==> src/rtl/act_lut_interp_pipe_if.sv <==
// Stream and ROM-port bundle for the pipelined tanh/sigmoid activation unit.
// master: the surrounding system (sample source, result sink, tanh ROM).
// slave: the activation unit itself.
interface act_lut_interp_pipe_if #(
  parameter int DATA_WIDTH = 16,
  parameter int ADDR_WIDTH = 10
);
  logic                  in_valid;
  logic                  in_ready;
  logic [DATA_WIDTH-1:0] in_data;
  logic                  in_mode;
  logic                  out_valid;
  logic                  out_ready;
  logic [DATA_WIDTH-1:0] out_data;
  logic                  out_sat;
  logic                  rom_en;
  logic [ADDR_WIDTH-1:0] rom_addr_a;
  logic [ADDR_WIDTH-1:0] rom_addr_b;
  logic [DATA_WIDTH-1:0] rom_data_a;
  logic [DATA_WIDTH-1:0] rom_data_b;

  modport master (
    output in_valid, in_data, in_mode, out_ready, rom_data_a, rom_data_b,
    input  in_ready, out_valid, out_data, out_sat, rom_en, rom_addr_a, rom_addr_b
  );

  modport slave (
    input  in_valid, in_data, in_mode, out_ready, rom_data_a, rom_data_b,
    output in_ready, out_valid, out_data, out_sat, rom_en, rom_addr_a, rom_addr_b
  );
endinterface

==> src/rtl/act_lut_interp_pipe.sv <==
// Pipelined tanh/sigmoid unit: address/fraction calculation, synchronous ROM
// read of two adjacent tanh entries, linear interpolation, then symmetry,
// linear-region passthrough, saturation and the sigmoid remap.
// Stages: S1 (address) -> RD (ROM access) -> S2 (interpolate) -> S3 (output).
module act_lut_interp_pipe #(
  parameter int DATA_WIDTH = 16,
  parameter int FRAC_BITS  = 12,
  parameter int ADDR_WIDTH = 10,
  parameter int DEPTH      = 1024,
  parameter int LUT_MIN    = 1024,
  parameter int STEP_SHIFT = 4
) (
  input  logic                 clk,
  input  logic                 rst,
  act_lut_interp_pipe_if.slave bus
);
  typedef enum logic [1:0] {REG_LIN = 2'd0, REG_LUT = 2'd1, REG_SAT = 2'd2} region_t;

  localparam int XMAX = LUT_MIN + ((DEPTH - 1) << STEP_SHIFT);
  localparam int DW1  = DATA_WIDTH + 1;
  localparam int PW   = DATA_WIDTH + STEP_SHIFT + 2;
  localparam logic [DATA_WIDTH-1:0] MAG_MAX  = {1'b0, {(DATA_WIDTH-1){1'b1}}};
  localparam logic [DATA_WIDTH-1:0] MOST_NEG = {1'b1, {(DATA_WIDTH-1){1'b0}}};
  localparam logic signed [DW1-1:0] ONE_W    = DW1'(1 << FRAC_BITS);
  localparam logic [ADDR_WIDTH-1:0] LAST_ADDR = ADDR_WIDTH'(DEPTH - 1);

  // S1 registers (the ROM addresses are part of this stage)
  logic                         s1_valid_reg, s1_sign_reg, s1_mode_reg;
  region_t                      s1_region_reg;
  logic [STEP_SHIFT-1:0]        s1_frac_reg;
  logic signed [DATA_WIDTH-1:0] s1_xeff_reg;
  logic [ADDR_WIDTH-1:0]        rom_addr_a_reg, rom_addr_b_reg;
  // RD registers: sideband waiting for the ROM read
  logic                         rd_valid_reg, rd_sign_reg, rd_mode_reg;
  region_t                      rd_region_reg;
  logic [STEP_SHIFT-1:0]        rd_frac_reg;
  logic signed [DATA_WIDTH-1:0] rd_xeff_reg;
  // S2 registers
  logic                         s2_valid_reg, s2_sign_reg, s2_mode_reg;
  region_t                      s2_region_reg;
  logic signed [DATA_WIDTH-1:0] s2_xeff_reg;
  logic [DATA_WIDTH-1:0]        s2_tmag_reg;
  // S3 output registers
  logic                         out_valid_reg, out_sat_reg;
  logic [DATA_WIDTH-1:0]        out_data_reg;

  logic stall;
  assign stall          = out_valid_reg & ~bus.out_ready;
  assign bus.in_ready   = ~stall;
  assign bus.rom_en     = ~stall;
  assign bus.rom_addr_a = rom_addr_a_reg;
  assign bus.rom_addr_b = rom_addr_b_reg;
  assign bus.out_valid  = out_valid_reg;
  assign bus.out_data   = out_data_reg;
  assign bus.out_sat    = out_sat_reg;

  logic signed [DATA_WIDTH-1:0] x_eff_next;
  logic                         sign_next;
  logic [DATA_WIDTH-1:0]        mag_next;
  logic [31:0]                  mag_ext, off_full, addr_full;
  region_t                      region_next;
  logic [ADDR_WIDTH-1:0]        addr_a_next, addr_b_next;
  logic [STEP_SHIFT-1:0]        frac_next;

  // S1 combinational: effective input, magnitude, region and LUT address/fraction
  always_comb begin
    x_eff_next = bus.in_mode ? ($signed(bus.in_data) >>> 1) : $signed(bus.in_data);
    sign_next  = x_eff_next[DATA_WIDTH-1];
    if (!sign_next)                  mag_next = x_eff_next;
    else if (x_eff_next == MOST_NEG) mag_next = MAG_MAX;
    else                             mag_next = -x_eff_next;
    mag_ext     = 32'(mag_next);
    off_full    = mag_ext - 32'(LUT_MIN);
    addr_full   = off_full >> STEP_SHIFT;
    region_next = REG_LUT;
    addr_a_next = '0;
    addr_b_next = '0;
    frac_next   = '0;
    if (mag_ext < 32'(LUT_MIN)) begin
      region_next = REG_LIN;
    end else if (mag_ext >= 32'(XMAX)) begin
      region_next = REG_SAT;
    end else begin
      addr_a_next = ADDR_WIDTH'(addr_full);
      addr_b_next = (addr_full >= 32'(DEPTH - 1)) ? LAST_ADDR : ADDR_WIDTH'(addr_full + 32'd1);
      frac_next   = off_full[STEP_SHIFT-1:0];
    end
  end

  // S1 register: sample fields load only on accept so idle cycles leave the ROM address alone
  always_ff @(posedge clk) begin
    if (rst) begin
      s1_valid_reg   <= 1'b0;
      s1_sign_reg    <= 1'b0;
      s1_mode_reg    <= 1'b0;
      s1_region_reg  <= REG_LIN;
      s1_frac_reg    <= '0;
      s1_xeff_reg    <= '0;
      rom_addr_a_reg <= '0;
      rom_addr_b_reg <= '0;
    end else if (!stall) begin
      s1_valid_reg <= bus.in_valid;
      if (bus.in_valid) begin
        s1_sign_reg    <= sign_next;
        s1_mode_reg    <= bus.in_mode;
        s1_region_reg  <= region_next;
        s1_frac_reg    <= frac_next;
        s1_xeff_reg    <= x_eff_next;
        rom_addr_a_reg <= addr_a_next;
        rom_addr_b_reg <= addr_b_next;
      end
    end
  end

  // RD register: carry sideband alongside the ROM read so it meets the ROM data
  always_ff @(posedge clk) begin
    if (rst) begin
      rd_valid_reg  <= 1'b0;
      rd_sign_reg   <= 1'b0;
      rd_mode_reg   <= 1'b0;
      rd_region_reg <= REG_LIN;
      rd_frac_reg   <= '0;
      rd_xeff_reg   <= '0;
    end else if (!stall) begin
      rd_valid_reg  <= s1_valid_reg;
      rd_sign_reg   <= s1_sign_reg;
      rd_mode_reg   <= s1_mode_reg;
      rd_region_reg <= s1_region_reg;
      rd_frac_reg   <= s1_frac_reg;
      rd_xeff_reg   <= s1_xeff_reg;
    end
  end

  logic signed [DW1-1:0] diff;
  logic signed [PW-1:0]  prod;
  logic [DATA_WIDTH-1:0] t_mag_next;

  // S2 combinational: a + floor((b - a) * frac / 2**STEP_SHIFT); the arithmetic shift floors
  always_comb begin
    diff       = $signed({1'b0, bus.rom_data_b}) - $signed({1'b0, bus.rom_data_a});
    prod       = PW'(diff) * PW'($signed({1'b0, rd_frac_reg}));
    t_mag_next = DATA_WIDTH'(PW'($signed({1'b0, bus.rom_data_a})) + (prod >>> STEP_SHIFT));
  end

  // S2 register: interpolated magnitude plus sideband
  always_ff @(posedge clk) begin
    if (rst) begin
      s2_valid_reg  <= 1'b0;
      s2_sign_reg   <= 1'b0;
      s2_mode_reg   <= 1'b0;
      s2_region_reg <= REG_LIN;
      s2_xeff_reg   <= '0;
      s2_tmag_reg   <= '0;
    end else if (!stall) begin
      s2_valid_reg  <= rd_valid_reg;
      s2_sign_reg   <= rd_sign_reg;
      s2_mode_reg   <= rd_mode_reg;
      s2_region_reg <= rd_region_reg;
      s2_xeff_reg   <= rd_xeff_reg;
      s2_tmag_reg   <= t_mag_next;
    end
  end

  logic signed [DW1-1:0] t_w, sig_w;
  logic [DATA_WIDTH-1:0] out_data_next;

  // S3 combinational: odd symmetry / passthrough / saturation, then optional sigmoid remap
  always_comb begin
    case (s2_region_reg)
      REG_LIN: t_w = DW1'(s2_xeff_reg);
      REG_SAT: t_w = s2_sign_reg ? -ONE_W : ONE_W;
      default: t_w = s2_sign_reg ? -$signed({1'b0, s2_tmag_reg}) : $signed({1'b0, s2_tmag_reg});
    endcase
    sig_w         = (ONE_W + t_w) >>> 1;
    out_data_next = s2_mode_reg ? DATA_WIDTH'(sig_w) : DATA_WIDTH'(t_w);
  end

  // S3 register: result holds while stalled; data only reloads when a sample arrives
  always_ff @(posedge clk) begin
    if (rst) begin
      out_valid_reg <= 1'b0;
      out_data_reg  <= '0;
      out_sat_reg   <= 1'b0;
    end else if (!stall) begin
      out_valid_reg <= s2_valid_reg;
      if (s2_valid_reg) begin
        out_data_reg <= out_data_next;
        out_sat_reg  <= (s2_region_reg == REG_SAT);
      end
    end
  end
endmodule

==> src/flat_wrapper.sv <==
// flat-port wrapper written by rule: the top's interface ports become plain ports
module act_lut_interp_pipe_flat 
#(
  parameter int DATA_WIDTH = 16,
  parameter int FRAC_BITS  = 12,
  parameter int ADDR_WIDTH = 10,
  parameter int DEPTH      = 1024,
  parameter int LUT_MIN    = 1024,
  parameter int STEP_SHIFT = 4
)
  (clk, rst, bus_in_valid, bus_in_data, bus_in_mode, bus_out_ready, bus_rom_data_a, bus_rom_data_b, bus_in_ready, bus_out_valid, bus_out_data, bus_out_sat, bus_rom_en, bus_rom_addr_a, bus_rom_addr_b);
  act_lut_interp_pipe_if #(.DATA_WIDTH(DATA_WIDTH), .ADDR_WIDTH(ADDR_WIDTH)) bus_i ();
  input  logic clk;
  input  logic rst;
  input wire logic [$bits(bus_i.in_valid)-1:0] bus_in_valid;
  input wire logic [$bits(bus_i.in_data)-1:0] bus_in_data;
  input wire logic [$bits(bus_i.in_mode)-1:0] bus_in_mode;
  input wire logic [$bits(bus_i.out_ready)-1:0] bus_out_ready;
  input wire logic [$bits(bus_i.rom_data_a)-1:0] bus_rom_data_a;
  input wire logic [$bits(bus_i.rom_data_b)-1:0] bus_rom_data_b;
  output wire logic [$bits(bus_i.in_ready)-1:0] bus_in_ready;
  output wire logic [$bits(bus_i.out_valid)-1:0] bus_out_valid;
  output wire logic [$bits(bus_i.out_data)-1:0] bus_out_data;
  output wire logic [$bits(bus_i.out_sat)-1:0] bus_out_sat;
  output wire logic [$bits(bus_i.rom_en)-1:0] bus_rom_en;
  output wire logic [$bits(bus_i.rom_addr_a)-1:0] bus_rom_addr_a;
  output wire logic [$bits(bus_i.rom_addr_b)-1:0] bus_rom_addr_b;
  assign bus_i.in_valid = bus_in_valid;
  assign bus_i.in_data = bus_in_data;
  assign bus_i.in_mode = bus_in_mode;
  assign bus_i.out_ready = bus_out_ready;
  assign bus_i.rom_data_a = bus_rom_data_a;
  assign bus_i.rom_data_b = bus_rom_data_b;
  assign bus_in_ready = bus_i.in_ready;
  assign bus_out_valid = bus_i.out_valid;
  assign bus_out_data = bus_i.out_data;
  assign bus_out_sat = bus_i.out_sat;
  assign bus_rom_en = bus_i.rom_en;
  assign bus_rom_addr_a = bus_i.rom_addr_a;
  assign bus_rom_addr_b = bus_i.rom_addr_b;
  act_lut_interp_pipe #(.DATA_WIDTH(DATA_WIDTH), .FRAC_BITS(FRAC_BITS), .ADDR_WIDTH(ADDR_WIDTH), .DEPTH(DEPTH), .LUT_MIN(LUT_MIN), .STEP_SHIFT(STEP_SHIFT)) u_core (.clk(clk), .rst(rst), .bus(bus_i));
endmodule
==> config.mk <==
export PLATFORM = sky130hd
export DESIGN_NAME = act_lut_interp_pipe_flat
export DESIGN_NICKNAME = d
export VERILOG_FILES = /design/src/rtl/act_lut_interp_pipe_if.sv /design/src/rtl/act_lut_interp_pipe.sv /design/src/flat_wrapper.sv
export SDC_FILE = /design/constraint.sdc
export NUM_CORES = 1
export LEC_CHECK = 0
export ABC_AREA = 1
export BUFFER_PORTS_ARGS = -buffer_cell sky130_fd_sc_hd__buf_2
export CAP_MARGIN = 5
export CORE_MARGIN = 4
export CORE_UTILIZATION = 58
export CTS_BUF_LIST = sky130_fd_sc_hd__clkbuf_4
export CTS_CLUSTER_DIAMETER = 80
export CTS_CLUSTER_SIZE = 20
export DETAILED_ROUTE_END_ITERATION = 6
export PLACE_DENSITY = 0.78
export SLEW_MARGIN = 20
export SYNTH_ARGS = -nofsm -noshare
export SYNTH_HDL_FRONTEND = slang
export SYNTH_SLANG_ARGS = --single-unit
==> constraint.sdc <==
create_clock -name clk -period 17.2 [get_ports clk]
set_clock_uncertainty 0.05 [all_clocks]
set_input_delay 0 -clock clk [delete_from_list [all_inputs] [get_ports clk]]
set_output_delay 0 -clock clk [all_outputs]
set_load 0.05 [all_outputs]
==> summary.md, run 1 <==
| Metric | Value |
|---|---|
| Status | finished, final reports clean |
| Nets | 1654 |
| Post-placement cell count | 1661 |
| Largest cells by area after synthesis | dfxtp_1, nand2_1, ha_1 |
| Post-Synth Adder-Cell Area | 16.37% |
| Asr flop ratio synth | 0% |
| Worst hold path class | in2reg |
| Slew margin rel. | 34.04% |
| Flop-to-flop setup slack | 11250 ps |
| Crit path capture type | register |
| TritonCTS Buffers | 17 |
| Yosys top cell area share | 25.60% |
| Most used DFF post-synth | dfxtp_1 |
| Synth Area in Simple Gates | 25.13% |
| Crit path from | bus_rom_data_a[0] |
| TNS Setup | 0 ps |
| Final Non-Filler Cells | 1724 |
| # diodes | 0 |
| Worst Tran Pin Value | 980.4 ps |
| First-pass GRT wire length | 37870 µm |
| Layout Utilization | 66.77% |
| Final min period | 6477 ps |
| Initial DRC Count | 652 |
| Synth Area in Compound Gates | 17.43% |
| Commonest cells post-synth | nand2_1, inv_1, nor2_1 |
| Post-Syn Area | 9539 µm² |
| Design area | 10680 µm² |
| Critical path required time | 17560 ps |
| Routed Antenna Nets | 0 |
| Gate Count Post-Synth | 1403 |
| RR Endpoint | u_core.s2_tmag_reg[14]$_SDFFE_PP0N_ |
| Synthesized area per cell | 6.799 µm² |
| Most used cell, CP | inv_1 |
| Sequential element share of the synthesized area | 25.60% |
| F_max | 0.1544 GHz |
| Gr usage total | 24.45% |
| Pwr Density | 75.39 nW/µm² |
| Core area | 16000 µm² |
| Post-route DRC | 0 |
| Die ar. | 18560 µm² |
| Max Cap Viol | 0 |
| RSZ-0062 raised after global routing | false |
| Initial Util | 59.62% |
| CTS tree | done |
| Most frequent cell after synthesis | nand2_1 |
| Origin of the critical flop-to-flop path | u_core.rd_frac_reg[2]$_SDFFE_PP0N_ |
| Clk sink count | 122 |
| CTS max path bufs | 2 |
| Die height | 136.2 µm |
| Core Rows | 46 |
| Via count | 9059 |
| Number of I/O port buffers | 92 |
| Cell area after placement | 10070 µm² |
| H-tree Lvls | 4 |
| Clk root buf | clkbuf_4 |
| DR vias/cell | 5.255 |
| Clk pin slew, worst setup/hold paths | 100 ps |
| Number of synthesized flops with an enable pin | 0 |
| Critical path's largest stage delay | 540 ps |
| Final period util | 37.66% |
| Slowest cell on crit path | fa_1 |
| Worst Reg2Reg Path Length in Cells | 27 |
| Gr ovfl total | 0 |
| Placement Setup Slack | 10790 ps |
| Worst hold slack | 50.27 ps |
| Worst setup SP type | primary input |
| Final Hold Fails | 0 |
| Worst setup path class | in2reg |
| Die Width | 136.2 µm |
| Pin count of the biggest net entering global routing | 80 |
| Tot Pwr | 0.8054 mW |
| Layout cells sized above 1 | 11.60% |
| #FFs+latches synth | 122 |
| Routability cong. | 0.8967 |
| 1st-pass router iterations | 5 |
| Final WL | 21840 µm |
| Post-DP HPWL | 16430 µm |
| Peak supply drop | 64.90 µV |
| Yosys top cell by area | dfxtp_1 |
| Critical Path AT | 6830 ps |
| # IOs | 93 |
| Mux share of post-synthesis cell area | 0% |
| Warnings from Yosys | 0 |
| Crit Path Max Fanout | 4 |
| Mapped Nets | 1561 |
| Initial antenna violation count | 0 |
| Leakage power | 5.543 nW |
| CP Capture Point | u_core.s2_tmag_reg[15]$_SDFFE_PP0N_ |
| Area grow syn2layout | 12.00% |
| Worst skew pair latency | 500 ps |
| Count of final max-slew check failures | 0 |
| Synth cell types | 48 |
| Vias in the first global route | 8403 |
| Setup WS post-layout | 10720 ps |
| Final setup fails | 0 |
| Largest family of logic cells by synthesized area | simple AND/OR/NAND/NOR gates |
| Post-Synth XOR/XNOR Area | 4.591% |
| DR WL/cell | 12.67 µm |
==> per-layer routing <==
metal / share of wire (%) / global-route usage, % / vias to the layer above
met5: 0 / 0 / -
met3: 5.6 / 4.663 / 34
met1: 48 / 34.78 / 4088
li1: - / - / 4691
met2: 45 / 38.64 / 246
met4: 1.8 / 5.543 / 0
==> report_power, final <==
part	internal, mW	total (mW)	switching, mW	leakage, nW
Clock	0.115	0.213	0.0980	0.157
Sequential	0.307	0.325	0.0183	1.00
Combinational	0.0958	0.267	0.172	4.38
==> final cells by class <==
cell class / instances / area (µm²)
Timing Repair Buffer: 130 / 825.8
Sequential cell: 122 / 2442
Tap cell: 216 / 270.3
Fill cell: 1498 / 5316
Clock inverter: 12 / 155.1
Inverter: 208 / 780.7
Clock buffer: 19 / 142.6
Multi-Input combinational cell: 1017 / 6067
==> how the worst min path moves through the flow <==
stage / start / end / depth (start not counted)
CTS: bus_rom_data_a[14] / u_core.s2_tmag_reg[14]$_SDFFE_PP0N_ / 5
finish: bus_in_data[1] / u_core.s1_frac_reg[0]$_SDFFE_PP0P_ / 5
global route: bus_rom_data_a[14] / u_core.s2_tmag_reg[14]$_SDFFE_PP0N_ / 5
global placement: bus_in_data[12] / u_core.s1_xeff_reg[12]$_SDFFE_PP0P_ / 3
detailed placement: bus_in_data[12] / u_core.s1_xeff_reg[12]$_SDFFE_PP0P_ / 3
floorplan: bus_in_data[12] / u_core.s1_xeff_reg[12]$_SDFFE_PP0P_ / 2
==> repair_timing <==
item                                    in CTS  in global routing
hold buffers                                32                  0
gates resized for setup                      0                  0
endpoints found under the setup margin       0                  0
buffers inserted                             0                  0
hold endpoints to repair                    48                  0
==> critical path: cells and delay by family <==
| family | cells | cell delay [ps] |
|---|---|---|
| fa+ha+maj | 7 | 2580 |
| simple gates | 10 | 1070 |
| buf+inv | 8 | 1000 |
| compound gates | 8 | 1790 |
| xor+xnor | 2 | 380 |
==> cells by family after synthesis <==
| family | count (synthesis) |
|---|---|
| AO/OA/AOI/OAI | 301 |
| AND/OR/NAND/NOR | 561 |
| adder cells (fa/ha/maj) | 105 |
| XOR/XNOR | 50 |
| flip-flops | 122 |
| buffers and inverters | 264 |
==> cell usage in the layout (no fill, tap or decap), drive strengths merged, types with 2 or more instances in the layout <==
cell	Yosys	layout
buf	8	98
nand3b	2	2
a21boi	2	2
dlygate4sd3	0	32
xnor2	18	18
a22oi	2	2
a32oi	2	2
o211ai	16	16
o31ai	5	5
inv	203	203
a211oi	4	4
nor4	2	2
nand3	63	63
fa	33	33
bufinv	0	4
o21ai	118	118
clkbuf	48	19
xor2	32	32
or2	8	8
a21oi	129	129
a21o	4	4
a31oi	5	5
dfxtp	122	122
clkinv	5	12
nor2	189	189
o21bai	9	9
ha	72	72
nand2	280	280
nor3	11	11
nand4	6	6
(Power assumes the default switching activity.)
==> inputs of run 2 (changes only) <==
==> constraint.sdc (replaced) <==
create_clock -name clk -period 6.6 [get_ports clk]
set_clock_uncertainty 0.05 [all_clocks]
set_input_delay 0 -clock clk [delete_from_list [all_inputs] [get_ports clk]]
set_output_delay 0 -clock clk [all_outputs]
set_load 0.05 [all_outputs]
==> run 2 against run 1 <==
  * Largest cell class unchanged
  * Largest power group unchanged
  * First-iteration DRC count shrank 4.1%
  * Register-to-register slack worse by 10000 ps
  * Critical endpoint unchanged
  * Cell area up 1.7%
  * Count of clock-buffer cells in the layout fell by 2
==> summary.md, run 2 (synthesis gave the netlist of run 1 again) <==
| Metric | Value |
|---|---|
| Initial Util | 59.62% |
| Status | finished, final reports clean |
| Placement Setup Slack | 256.4 ps |
| CTS max path bufs | 2 |
| Final setup fails | 0 |
| Number of I/O port buffers | 92 |
| Design area | 10860 µm² |
| Routed Antenna Nets | 0 |
| Die Width | 136.2 µm |
| Nets | 1661 |
| DR WL/cell | 13.05 µm |
| Critical path required time | 6980 ps |
| Area grow syn2layout | 13.86% |
| TritonCTS Buffers | 17 |
| Post-route DRC | 0 |
| Initial antenna violation count | 0 |
| Cell area after placement | 10100 µm² |
| Slowest cell on crit path | fa_1 |
| F_max | 0.1630 GHz |
| Final period util | 92.98% |
| Worst hold path class | in2reg |
| Worst skew pair latency | 530 ps |
| Clk root buf | clkbuf_4 |
| Final Hold Fails | 0 |
| Worst setup path class | in2reg |
| Worst Tran Pin Value | 822.7 ps |
| Worst hold slack | 48.89 ps |
| Core Rows | 46 |
| Setup bufs post-CTS | 0 |
| Setup WS post-layout | 463.6 ps |
| RSZ-0062 raised after global routing | false |
| Commonest non-fill, non-tap cell in the layout | nand2_1 |
| TNS Setup | 0 ps |
| Worst setup SP type | primary input |
| Final WL | 22610 µm |
| Area of the multi-input gates | 6107 µm² |
| H-tree Lvls | 4 |
| Die height | 136.2 µm |
| Post-DP HPWL | 16650 µm |
| Routability cong. | 0.8988 |
| Initial DRC Count | 625 |
| Pin count of the biggest net entering global routing | 80 |
| Fill cells | 1465 |
| Clk pin slew, worst setup/hold paths | 110 ps |
| # IOs | 93 |
| Leakage power | 5.623 nW |
| Core area | 16000 µm² |
| Crit path capture type | register |
| Die ar. | 18560 µm² |
| Final min period | 6136 ps |
| Slew margin rel. | 45.15% |
| Gr usage total | 24.85% |
| Via count | 9181 |
| Crit Path Max Fanout | 4 |
| Pwr Density | 205.0 nW/µm² |
| Gr ovfl total | 0 |
| First-pass GRT wire length | 38160 µm |
| 1st-pass router iterations | 5 |
| Clk sink count | 122 |
| Register area | 2442 µm² |
| Max Cap Viol | 0 |
| Vias in the first global route | 8306 |
| Layout cells sized above 1 | 12.73% |
| # diodes | 0 |
| Count of final max-slew check failures | 0 |
| Peak supply drop | 169.4 µV |
| Critical Path AT | 6520 ps |
| Critical path's largest stage delay | 540 ps |
| DR vias/cell | 5.301 |
| CTS tree | done |
| Most frequent cells in the layout | nand2_1, inv_1, nor2_1 |
| Most used cell, CP | inv_1 |
-- run 2: worst paths after layout --
kind / start / to / slack [ps] / cells after the start
min: bus_rom_data_a[8] / u_core.s2_tmag_reg[8]$_SDFFE_PP0N_ / 50 / 5
min reg2reg: u_core.s1_region_reg[1]$_SDFFE_PP0P_ / u_core.rd_region_reg[1]$_SDFFE_PP0N_ / 420 / 2
max: bus_rom_data_a[0] / u_core.s2_tmag_reg[15]$_SDFFE_PP0N_ / 460 / 35
max reg2reg: u_core.rd_frac_reg[2]$_SDFFE_PP0N_ / u_core.s2_tmag_reg[14]$_SDFFE_PP0N_ / 1140 / 27
-- run 2: critical path, delay by kind of cell --
family                     cells  cell delay [ps]
AOI/OAI and AO/OA              8             1500
xor gates and xnor gates       2              440
and+or+nand+nor               10             1000
adders and majority gates      7             2510
buffers and inverters          8             1060
-- run 2: layout make-up --
type / count / area share [%]
well taps: 216 / 2.488
clock inverters: 15 / 2.281
multi-input cells: 1017 / 56.23
repair buffers: 137 / 8.156
clock buffers: 17 / 1.175
inverters: 208 / 7.188
flip-flops and latches: 122 / 22.49
-- run 2: timing repair --
action / in CTS / in global routing
hold buffers: 35 / 0
endpoints found under the hold margin: 54 / 0
gates resized for setup: 0 / 14
endpoints found under the setup margin: 0 / 4
-- run 2: per-layer routing --
metal  track usage (%)  up-vias  wire, µm
li1                  -     4705         -
met1             34.72     4216     10770
met2             40.84      237     10470
met3             4.404       23      1135
met4             4.479        0       225
met5                 0        -         0
-- run 2: metrics by stage --
step / power [mW] / std cells / util (%)
after global routing: 2.377 / 1732 / 67.88
after detailed placement: 1.542 / 1665 / 63.10
final: 2.227 / 1732 / 67.88
after global placement: 1.523 / 1665 / 63.10
after floorplan: 1.390 / 1403 / -
after CTS: 2.228 / 1732 / 67.63
-- run 2: power breakdown --
group / total, mW / switching (mW) / internal (mW)
clock: 0.670 / 0.292 / 0.378
combinational: 0.711 / 0.457 / 0.254
sequential: 0.847 / 0.0465 / 0.800
==> inputs of run 3 (changes only) <==
--- a/config.mk
+++ b/config.mk
@@ -15,6 +15,7 @@
 export CTS_CLUSTER_SIZE = 20
 export DETAILED_ROUTE_END_ITERATION = 6
 export PLACE_DENSITY = 0.78
+export REMOVE_ABC_BUFFERS = 1
 export SLEW_MARGIN = 20
 export SYNTH_ARGS = -nofsm -noshare
 export SYNTH_HDL_FRONTEND = slang
==> run 3 against run 2 <==
  * Flip-flop and latch count unchanged
  * Register-to-register slack hardly changed
  * Maximum frequency decreased by 1.9%
  * Largest power group unchanged
  * Utilization is 1.0 points lower
  * Cell count fell by 0.23%
  * Largest cell class unchanged
  * Power is 8.1% lower
  * Clock power down 27%
  * First-iteration DRC count up 20%
  * Combinational power is essentially flat
  * Count of clock-buffer cells in the layout is 2 higher
  * Global-route usage fell by 0.45 points
  * Via count decreased by 1.6%
==> summary.md, run 3 (synthesis gave the netlist of run 1 again) <==
| Metric | Value |
|---|---|
| Initial Util | 59.62% |
| Gr usage total | 24.40% |
| F_max | 0.1598 GHz |
| Slowest cell on crit path | fa_1 |
| Die ar. | 18560 µm² |
| Count of final max-slew check failures | 0 |
| Pin count of the biggest net entering global routing | 80 |
| Core area | 16000 µm² |
| Register area | 2442 µm² |
| Final min period | 6258 ps |
| TritonCTS Buffers | 17 |
| # diodes | 0 |
| Area of the multi-input gates | 6111 µm² |
| Worst setup path class | in2reg |
| RSZ-0062 raised after global routing | true |
| Worst Tran Pin Value | 995.7 ps |
| Crit Path Max Fanout | 4 |
| 1st-pass router iterations | 5 |
| Critical path's largest stage delay | 540 ps |
| Layout cells sized above 1 | 12.43% |
| Critical path required time | 6950 ps |
| Most frequent cells in the layout | nand2_1, inv_1, nor2_1 |
| Final period util | 94.82% |
| Final setup fails | 0 |
| Clk sink count | 122 |
| Initial DRC Count | 752 |
| Nets | 1657 |
| Commonest non-fill, non-tap cell in the layout | nand2_1 |
| # IOs | 93 |
| Slew margin rel. | 33.46% |
| DR vias/cell | 5.229 |
| Die Width | 136.2 µm |
| Worst skew pair latency | 520 ps |
| Vias in the first global route | 8261 |
| Gr ovfl total | 0 |
| Pwr Density | 191.2 nW/µm² |
| Routability cong. | 0.8787 |
| Crit path capture type | register |
| Worst hold slack | 48.34 ps |
| Fill cells | 1497 |
| Area grow syn2layout | 12.19% |
| Routed Antenna Nets | 0 |
| Leakage power | 5.552 nW |
| Via count | 9036 |
| Post-DP HPWL | 16280 µm |
| Tot Pwr | 2.046 mW |
| First-pass GRT wire length | 37670 µm |
| CTS tree | done |
| Number of I/O port buffers | 92 |
| Initial antenna violation count | 0 |
| CTS max path bufs | 2 |
| Status | finished, final reports clean |
| Final WL | 22020 µm |
| Clk root buf | clkbuf_4 |
| Final Hold Fails | 0 |
| Worst setup SP type | primary input |
| Die height | 136.2 µm |
| Most used cell, CP | inv_1 |
| Max Cap Viol | 0 |
| Core Rows | 46 |
| Critical Path AT | 6610 ps |
| Cell area after placement | 10080 µm² |
| Peak supply drop | 150.7 µV |
| Design area | 10700 µm² |
| DR WL/cell | 12.74 µm |
| Clk pin slew, worst setup/hold paths | 100 ps |
| H-tree Lvls | 4 |
| Worst hold path class | in2reg |
| Post-route DRC | 0 |
[run 3: timing repair]
item,in CTS,in global routing
hold buffers,31,0
setup endpoints to repair,0,6
hold endpoints to repair,58,0
setup buffers,0,2
gates resized for setup,0,12
[run 3: per-stage QoR]
| stage | setup WS (ps) | utilization, % | TNS [ps] | instances |
|---|---|---|---|---|
| 5_1_grt | -64.44 | 66.88 | -119.3 | 1728 |
| 2_1_floorplan | -48.16 | - | -484.6 | 1347 |
| 6_report | 341.9 | 66.88 | 0 | 1728 |
| 3_5_place_dp | 46.46 | 63.00 | 0 | 1663 |
| 4_1_cts | 58.74 | 66.52 | 0 | 1726 |
| 3_3_place_gp | 335.5 | 63.00 | 0 | 1663 |
[run 3: metal layers]
metal / global-route usage [%] / share of wire, % / vias up
li1: - / - / 4697
met1: 34.84 / 48 / 4094
met2: 38.69 / 45 / 216
met3: 3.627 / 4.8 / 29
met4: 6.495 / 1.6 / 0
met5: 0 / 0 / -
[run 3: critical path: cells and delay by family]
family	cells	cell delay, ps
AO/OA/AOI/OAI	10	1970
XOR/XNOR	2	380
adder cells (fa/ha/maj)	7	2550
buffers and inverters	8	1080
AND/OR/NAND/NOR	7	600
[run 3: final timing paths]
kind / end / depth (start not counted) / startpoint / slack (ps)
worst min register to register: u_core.bus.out_data[11]$_SDFFE_PP0P_ / 2 / u_core.bus.out_data[11]$_SDFFE_PP0P_ / 420
worst max register to register: u_core.s2_tmag_reg[15]$_SDFFE_PP0N_ / 28 / u_core.rd_frac_reg[2]$_SDFFE_PP0N_ / 1150
worst min-delay path: u_core.s2_tmag_reg[11]$_SDFFE_PP0N_ / 5 / bus_rom_data_a[11] / 50
worst max-delay path: u_core.s2_tmag_reg[15]$_SDFFE_PP0N_ / 34 / bus_rom_data_a[0] / 340
[run 3: where the power goes]
part,internal [mW],switching [mW]
Combinational,0.256,0.454
Sequential,0.800,0.0481
Clock,0.222,0.266
Total,1.28,0.768
[run 3: area by class of cell]
type	instances	area share (%)
multi-input combinational	1017	57.10
sequential	122	22.82
timing repair buffer	133	7.904
inverter	208	7.296
tap	216	2.525
clock buffer	19	1.333
clock inverter	13	1.017
